==> config.mk <==
export PLATFORM = sky130hd
export DESIGN_NAME = fetch_sequencer
export DESIGN_NICKNAME = d
export VERILOG_FILES = /design/src/rtl/fetch_sequencer.sv
export SDC_FILE = /design/constraint.sdc
export NUM_CORES = 1
export LEC_CHECK = 0
export CAP_MARGIN = 0
export CELL_PAD_IN_SITES_DETAIL_PLACEMENT = 2
export CELL_PAD_IN_SITES_GLOBAL_PLACEMENT = 2
export CORE_MARGIN = 5
export CORE_UTILIZATION = 29
export CTS_CLUSTER_SIZE = 14
export DETAILED_ROUTE_END_ITERATION = 10
export GPL_TIMING_DRIVEN = 0
export PLACE_DENSITY = 0.78
export SYNTH_ARGS = -nofsm -noshare
export SYNTH_HDL_FRONTEND = slang
export SYNTH_SLANG_ARGS = --single-unit
==> constraint.sdc <==
create_clock -name clk -period 2.4 [get_ports clk]
set_clock_uncertainty 0.1 [all_clocks]
set_input_delay 0.24 -clock clk [delete_from_list [all_inputs] [get_ports clk]]
set_output_delay 0.24 -clock clk [all_outputs]
set_load 0.005 [all_outputs]
==> src/rtl/fetch_sequencer.sv <==
// rtl/fetch_sequencer.sv - instruction-fetch PC sequencer with imem handshake and decode output register
// Optional feature macro: FETCH_TIMEOUT_EN (sticky fetch timeout with retry of the same address)
module fetch_sequencer #(
  parameter logic [31:0] RESET_PC       = 32'h0000_0000,
  parameter logic [31:0] PC_STEP        = 32'd4,
  parameter int unsigned TIMEOUT_CYCLES = 255
) (
  input  logic        clk,
  input  logic        reset,
  input  logic        hazard,
  input  logic        branchTakenInput,
  input  logic [31:0] pcBranchInput,
  input  logic        jumpInput,
  input  logic [31:0] pcJumpInput,
  output logic        imemReq,
  output logic [31:0] imemAddr,
  input  logic        imemAck,
  input  logic [31:0] imemData,
  output logic [31:0] instructionOutput,
  output logic [31:0] pc4Output,
  output logic        validOutput,
  output logic        fetchErrorOutput
);

  typedef enum logic [1:0] {
    S_IDLE,
    S_REQ,
    S_FULL,
    S_DRAIN
  } state_t;

  state_t      state_q, state_d;
  logic [31:0] pc_q, pc_d;
  logic [31:0] instr_q, instr_d;
  logic [31:0] pc4_q, pc4_d;
  logic        valid_q, valid_d;
  logic [31:0] buf_instr_q, buf_instr_d;
  logic [31:0] buf_pc4_q, buf_pc4_d;
  logic [31:0] pending_q, pending_d;

  logic        redirect;
  logic [31:0] target;
  logic [31:0] pc_next_seq;
  logic        consume;
  logic        req;
  logic        timeout;

  // Jump wins over branch when both redirect in the same cycle.
  assign redirect    = jumpInput | branchTakenInput;
  assign target      = jumpInput ? pcJumpInput : pcBranchInput;
  assign pc_next_seq = pc_q + PC_STEP;
  assign consume     = valid_q & ~hazard;
  // In DRAIN the request stays up at the old address until memory answers.
  assign req         = (state_q == S_REQ) || (state_q == S_DRAIN);

`ifdef FETCH_TIMEOUT_EN
  localparam int CNT_W = $clog2(TIMEOUT_CYCLES + 1);

  logic [CNT_W-1:0] cnt_q, cnt_d;
  logic             err_q, err_d;

  assign timeout = req & ~imemAck & (cnt_q == CNT_W'(TIMEOUT_CYCLES - 1));

  // Count unanswered request cycles; any ack or idle cycle restarts the count.
  always_comb begin
    cnt_d = '0;
    err_d = err_q | timeout;
    if (req && !imemAck && !timeout) begin
      cnt_d = cnt_q + 1'b1;
    end
  end

  // Timeout counter and sticky error flag.
  always_ff @(posedge clk or negedge reset) begin
    if (!reset) begin
      cnt_q <= '0;
      err_q <= 1'b0;
    end else begin
      cnt_q <= cnt_d;
      err_q <= err_d;
    end
  end

  assign fetchErrorOutput = err_q;
`else
  logic unused_timeout_cfg;

  assign unused_timeout_cfg = ^TIMEOUT_CYCLES;
  assign timeout            = 1'b0;
  assign fetchErrorOutput   = 1'b0;
`endif

  // Next-state, PC selection and output-register update.
  always_comb begin
    state_d     = state_q;
    pc_d        = pc_q;
    instr_d     = instr_q;
    pc4_d       = pc4_q;
    valid_d     = valid_q;
    buf_instr_d = buf_instr_q;
    buf_pc4_d   = buf_pc4_q;
    pending_d   = pending_q;

    if (consume) begin
      valid_d = 1'b0;
    end
    if (redirect) begin
      valid_d = 1'b0;
    end

    case (state_q)
      S_IDLE: begin
        state_d = S_REQ;
      end
      S_REQ: begin
        if (imemAck) begin
          if (redirect) begin
            pc_d = target;
          end else if (!valid_q || !hazard) begin
            instr_d = imemData;
            pc4_d   = pc_next_seq;
            valid_d = 1'b1;
            pc_d    = pc_next_seq;
          end else begin
            // Decode is stalled on a live instruction: park the new one.
            buf_instr_d = imemData;
            buf_pc4_d   = pc_next_seq;
            state_d     = S_FULL;
          end
        end else if (redirect) begin
          pending_d = target;
          state_d   = S_DRAIN;
        end
      end
      S_FULL: begin
        if (redirect) begin
          pc_d    = target;
          state_d = S_REQ;
        end else if (!hazard) begin
          instr_d = buf_instr_q;
          pc4_d   = buf_pc4_q;
          valid_d = 1'b1;
          pc_d    = pc_next_seq;
          state_d = S_REQ;
        end
      end
      S_DRAIN: begin
        if (redirect) begin
          pending_d = target;
        end
        if (imemAck) begin
          pc_d    = redirect ? target : pending_q;
          state_d = S_REQ;
        end
      end
      default: begin
        state_d = S_IDLE;
      end
    endcase

    // A timed-out fetch restarts from IDLE at the same address.
    if (timeout) begin
      state_d = S_IDLE;
      valid_d = 1'b0;
      pc_d    = pc_q;
    end
  end

  // State, PC and output registers.
  always_ff @(posedge clk or negedge reset) begin
    if (!reset) begin
      state_q     <= S_IDLE;
      pc_q        <= RESET_PC;
      instr_q     <= '0;
      pc4_q       <= '0;
      valid_q     <= 1'b0;
      buf_instr_q <= '0;
      buf_pc4_q   <= '0;
      pending_q   <= '0;
    end else begin
      state_q     <= state_d;
      pc_q        <= pc_d;
      instr_q     <= instr_d;
      pc4_q       <= pc4_d;
      valid_q     <= valid_d;
      buf_instr_q <= buf_instr_d;
      buf_pc4_q   <= buf_pc4_d;
      pending_q   <= pending_d;
    end
  end

  assign imemReq           = req;
  assign imemAddr          = pc_q;
  assign instructionOutput = instr_q;
  assign pc4Output         = pc4_q;
  assign validOutput       = valid_q;

endmodule
; ---- Word level (Yosys, flattened, before mapping)
; Cells that the tools add are included.
[word_totals]
reg_bits = 195
word_cells = 80
input_bits = 102
[classes]
mux = 38
eq_ne = 15
n_addsub = 1
n_bitwise = 5
n_reduce_logical = 13
[op_table]
columns = op, n
row1 = two-way mux 32 bit, 18
row2 = one-hot mux 32 bit (2 select lines), 3
row3 = one-hot mux 32 bit (3 select lines), 1
row4 = "adder 32 x 3 -> 32 bit, second input constant", 1
row5 = two-way mux 2 bit, 7
row6 = "!= test 2 bit, second input constant", 6
row7 = "!= test 3 bit, second input constant", 4
row8 = AND reduction 5 bit, 2
row9 = one-hot mux 2 bit (4 select lines), 1
row10 = two-way mux 1 bit, 7
row11 = AND reduction 6 bit, 1
row12 = "== test 2 bit, second input constant", 2
row13 = AND reduction 4 bit, 1
row14 = nonzero test 2 bit, 2
row15 = "!= test 3 x 2 -> 1 bit, second input constant", 1
row16 = inverter 1 bit, 3
row17 = nonzero test 3 bit, 1
row18 = "== test 2 x 1 -> 1 bit, second input constant", 1
row19 = zero test 1 bit, 2
row20 = zero test 2 bit, 1
row21 = logical OR 1 bit, 2
row22 = "!= test 2 x 1 -> 1 bit, second input constant", 1
row23 = one-hot mux 1 bit (2 select lines), 1
row24 = AND reduction 2 bit, 1
row25 = 2 further kinds, 2

; ---- Depth between registers and ports, before layout
[logic_depth]
depth_word = 8
ltp_mapped = 10
ltp_nobuf = 7

; ---- Worst setup path before layout
; No wires, ideal clock.
[synth_timing]
path_type = register -> register
startpoint = reg state_q[0]
endpoint = reg instr_q[10] (netlist: instructionOutput[10])
stages_incl_launch_ff = 11
slack_ps = -30
path_buffers = 4
required_time_ps = 2166
t_arrival_ps = 2196
path_cell_list = dfrtp_1 -> inv_1 -> ha_1 -> clkbuf_1 -> or4_1 -> o32a_1 -> clkbuf_1 -> clkbuf_1 -> buf_1 -> nand2_1 -> o21ai_0
[synth_via]
elab_chain_cells = 3
word_cells_on_any_way = 10
cone_classes = eq/ne: 7 / mux: 1 / reduce/logical: 2
[synth_lines]
columns = item, line
row1 = "start, declared", 32  ; state_t state_q, state_d;
row2 = "start signal, assigned", 181  ; state_q <= state_d;
row3 = == test 2 x 1 -> 1 bit or == test 2 bit (tied branches), 111  ; case (state_q)
row4 = "!= test 2 x 1 -> 1 bit (no source line), or another cell as far along", -
row5 = AND reduction 6 bit (no source line), -
row6 = "end signal, assigned", 183  ; instr_q <= instr_d;
row7 = "end, declared", 34  ; logic [31:0] instr_q, instr_d;
; Parallel ways exist; a longest one is shown, timed or not.
; A chain may end at the register's enable or synchronous reset.

; ---- Worst setup path after layout
[layout_timing]
startpoint = reg pc_q[4] (netlist: imemAddr[4])
endpoint = reg pc4_q[19] (netlist: pc4Output[19])
[layout_via]
elab_chain_cells = 5
[layout_lines]
columns = item, line
row1 = "start, declared", 33  ; logic [31:0] pc_q, pc_d;
row2 = "start signal, assigned", 182  ; pc_q <= pc_d;
row3 = adder 32 x 3 -> 32 bit, 51  ; assign pc_next_seq = pc_q + PC_STEP;
row4 = two-way mux 32 bit, 119  ; end else if (!valid_q || !hazard) begin
row5 = two-way mux 32 bit, 117  ; if (redirect) begin
row6 = two-way mux 32 bit, 116  ; if (imemAck) begin
row7 = one-hot mux 32 bit (2 select lines), 111
row8 = "end signal, assigned", 184  ; pc4_q <= pc4_d;
row9 = "end, declared", 35  ; logic [31:0] pc4_q, pc4_d;
; Every way passes these cells. The select of a mux whose other input is x is not followed.

==> results_dict.tcl <==
set metrics [dict create \
    initial_core_util_pct 29.39 \
    setup_ws_ns -0.05110 \
    cts-buffers-inserted 17 \
    syn_area_per_cell_um2 9.230 \
    worst_path_largest_cell_delay_ns 0.46 \
    drive_gt1_share_pct 17.37 \
    synth_enable_flop_cells 0 \
    status "complete, but fails checks" \
    crit_arrival_ns 2.67 \
    r2r_slack_ns -0.05 \
    maxSlewHeadroom_pct 34.96 \
    p_per_area_nw_per_um2 1095 \
    path_cells "buf_6 -> nand4_1 -> buf_6 -> nor4_1 -> and3_1 -> clkbuf_1 -> mux2i_1 -> nand3_1" \
    hold_path_end "validOutput" \
    postRouteAntennaNets 0 \
    synth_fp_nets 1207 \
    wirelength_um 41850 \
    final_cell_mix "clkdlybuf4s50_1, dfrtp_1, o21ai_0" \
    cts_tree "yes" \
    slew_violations 0 \
    power_switching_w 0.006000 \
    cts_root_buf "clkbuf_16" \
    cp_max_fo 7 \
    r2r_end "pc4Output[19]" \
    grt_max_degree 109 \
    syn_to_final_growth_pct 38.99 \
    boundaryPins 201 \
    vias 9662 \
    maxCapViolCount 0 \
    tightestPinTransition_ns 0.9756 \
    gp_congestion 0.8263 \
    avgViaCountPerCell 5.326 \
    finalCritPeriodShare_pct 102.1 \
    core_um2 34540 \
    holdCritStartpoint "imemAck" \
    regArea_um2 4898 \
    post_synth_num_cell_types 54 \
    clock_latency_ns 0.45 \
    diodes 0 \
    drc 0 \
    yosys_warnings 0 \
    port_buffers 198 \
    synthFlopType "dfrtp_1" \
    p_int_w 0.009455 \
    combPwrFrac_pct 43.1 \
    hpwl_um 30360 \
    hp-class "in -> reg" \
    crit_path_end_kind "flop" \
    timing.rr.start "imemAddr[4]" \
    die_h_um 197.1 \
    p_sw_share_pct 38.82 \
    ys_ff_latch 195 \
    synthCells 1100 \
    clock_sinks 195 \
    r2r_cells 8 \
    grt_pass1_wl_um 63650 \
    die_w_um 197.1 \
    nFillCells 3772 \
    first_iter_violations 439 \
    clkSlewWorstSetupHoldPaths_ns 0.08 \
    multiInputGateArea_um2 5094 \
    ir_drop_mv 0.5857 \
    p_leak_nw 5.824 \
    drt_pass1_iterations 5 \
    pre_cts_slack_ns -1.411 \
    wl_per_cell_um 23.07 \
    clk_path_buf_depth 2 \
    htree_levels 4 \
    synth_area_um2 10150 \
    fp-row-count 68 \
    final_common_cell "clkdlybuf4s50_1" \
    rsz0062_at_grt "yes" \
    seq_area_frac_synth_pct 48.06 \
    crit_top_cell "buf_6" \
    slowest_stage "nor4_1" \
    dieArea_um2 38850 \
    hold_viol_final 0 \
    clkPwrFrac_pct 19.3 \
    violations "setup timing" \
    fin_crit_ns 2.451 \
    hold_depth 3 \
    timing.fmax_mhz 408.0 \
    async_flop_share_pct 100.0 \
    gr-total-overflow 0 \
    crit_type "reg -> reg" \
    first_global_vias 10493 \
    antenna_found_initial 0 \
    setup_viol 1 \
    seqPwrFrac_pct 37.6 \
    required_ns 2.61 \
    cp-start-kind "flop" \
    fin_nets 1453 \
    power_w 0.01546 \
    globalRouteTotalUtil_pct 20.90 \
]
[layout make-up]
class | instances | area share [%]
multi-input cells | 790 | 36.09
flip-flops and latches | 195 | 34.71
repair buffers | 247 | 17.00
well taps | 455 | 4.034
plain buffers | 79 | 3.511
clock buffers | 18 | 3.112
clock inverters | 14 | 1.091
inverters | 16 | 0.4522
[how the worst max path moves through the flow]
stage | slack [ns] | to | cells past startpoint | start
after floorplan | 0.006 | buf_instr_q[0] | 7 | state_q[1]
after global placement | -7.99 | pending_q[23] | 1 | reset
after detailed placement | -1.41 | imemAddr[23] | 9 | jumpInput
after CTS | 0.0001 | pc4Output[28] | 8 | imemAddr[4]
after global routing | -0.18 | pc4Output[21] | 8 | imemAddr[4]
final | -0.05 | pc4Output[19] | 8 | imemAddr[4]
[Yosys cell counts, types with 30 or more instances]
| cell type | count | area share, % |
|---|---|---|
| a22oi_1 | 40 | 3.0 |
| nand2_1 | 110 | 4.1 |
| a21oi_1 | 69 | 3.4 |
| a31oi_1 | 30 | 1.8 |
| mux2_2 | 43 | 4.8 |
| nand3_1 | 36 | 1.8 |
| mux2i_1 | 53 | 5.2 |
| dfrtp_1 | 195 | 48 |
| o21ai_0 | 139 | 6.9 |
| nor2_1 | 87 | 3.2 |
| clkbuf_1 | 79 | 2.9 |
[power by group through the flow]
stage	Clock [W]	Sequential, W	Combinational, W
2_1_floorplan	0	0.00547	0.00278
3_3_place_gp	0	0.00562	0.00590
3_5_place_dp	0	0.00570	0.00613
4_1_cts	0.00304	0.00578	0.00640
5_1_grt	0.00318	0.00598	0.00721
6_report	0.00298	0.00582	0.00666
[layer usage]
layer / GRT usage [%] / part of all wire [%]
met5: 0 / 0
met4: 4.931 / 1.8
met3: 3.070 / 3.9
met2: 35.74 / 49
met1: 28.11 / 45
[worst max-delay path: cells and delay by family, from the launching register on]
kind                   cells  cell delay [ns]
DFF                        1             0.38
muxes                      1             0.34
buffers and inverters      3             0.54
and+or+nand+nor            4             0.95
[metrics by stage]
stage / hold WS, ns / setup TNS, ns / cells / instance area, um^2 / util (%)
2_1_floorplan: -0.1556 / 0 / 1100 / 10160 / -
3_3_place_gp: 0.3618 / -1708.23 / 1753 / 12710 / 36.79
3_5_place_dp: 0.2955 / -167.20 / 1754 / 12740 / 36.88
4_1_cts: 0.1594 / 0 / 1793 / 13800 / 39.94
5_1_grt: 0.2684 / -1.207 / 1814 / 14110 / 40.85
6_report: 0.2613 / -0.05110 / 1814 / 14110 / 40.85
[flip-flops by register name (all words and copies together) (netlist names)]
register and cells:
validOutput 1, buf_instr_q 32, buf_pc4_q 32, instructionOutput 32, pending_q 32, imemAddr 32, pc4Output 32, state_q 2
[what timing repair did]
| item | 4_1_cts | 5_1_grt |
|---|---|---|
| hold endpoints to repair | 107 | 0 |
| endpoints found under the setup margin | 194 | 125 |
| gates resized for setup | 96 | 60 |
| cloned | 0 | 1 |
| buffers inserted | 22 | 24 |
| hold buffers | 1 | 0 |
| pin swaps | 9 | 17 |
[logic make-up (layout without fill, tap and decap cells)]
group           count (synthesis)  count (layout)  share of synthesized area (%)
compound gates                330             330                          19.19
mux                            96              96                          9.994
flops                         195             195                          48.06
other cells                     1               1                        0.03693
simple gates                  337             337                          15.77
buf+inv                       115             374                          4.522
xor+xnor                       21              21                          1.811
fa+ha+maj                       5               5                         0.6161
Note: power is estimated with default switching activity, not from simulation.
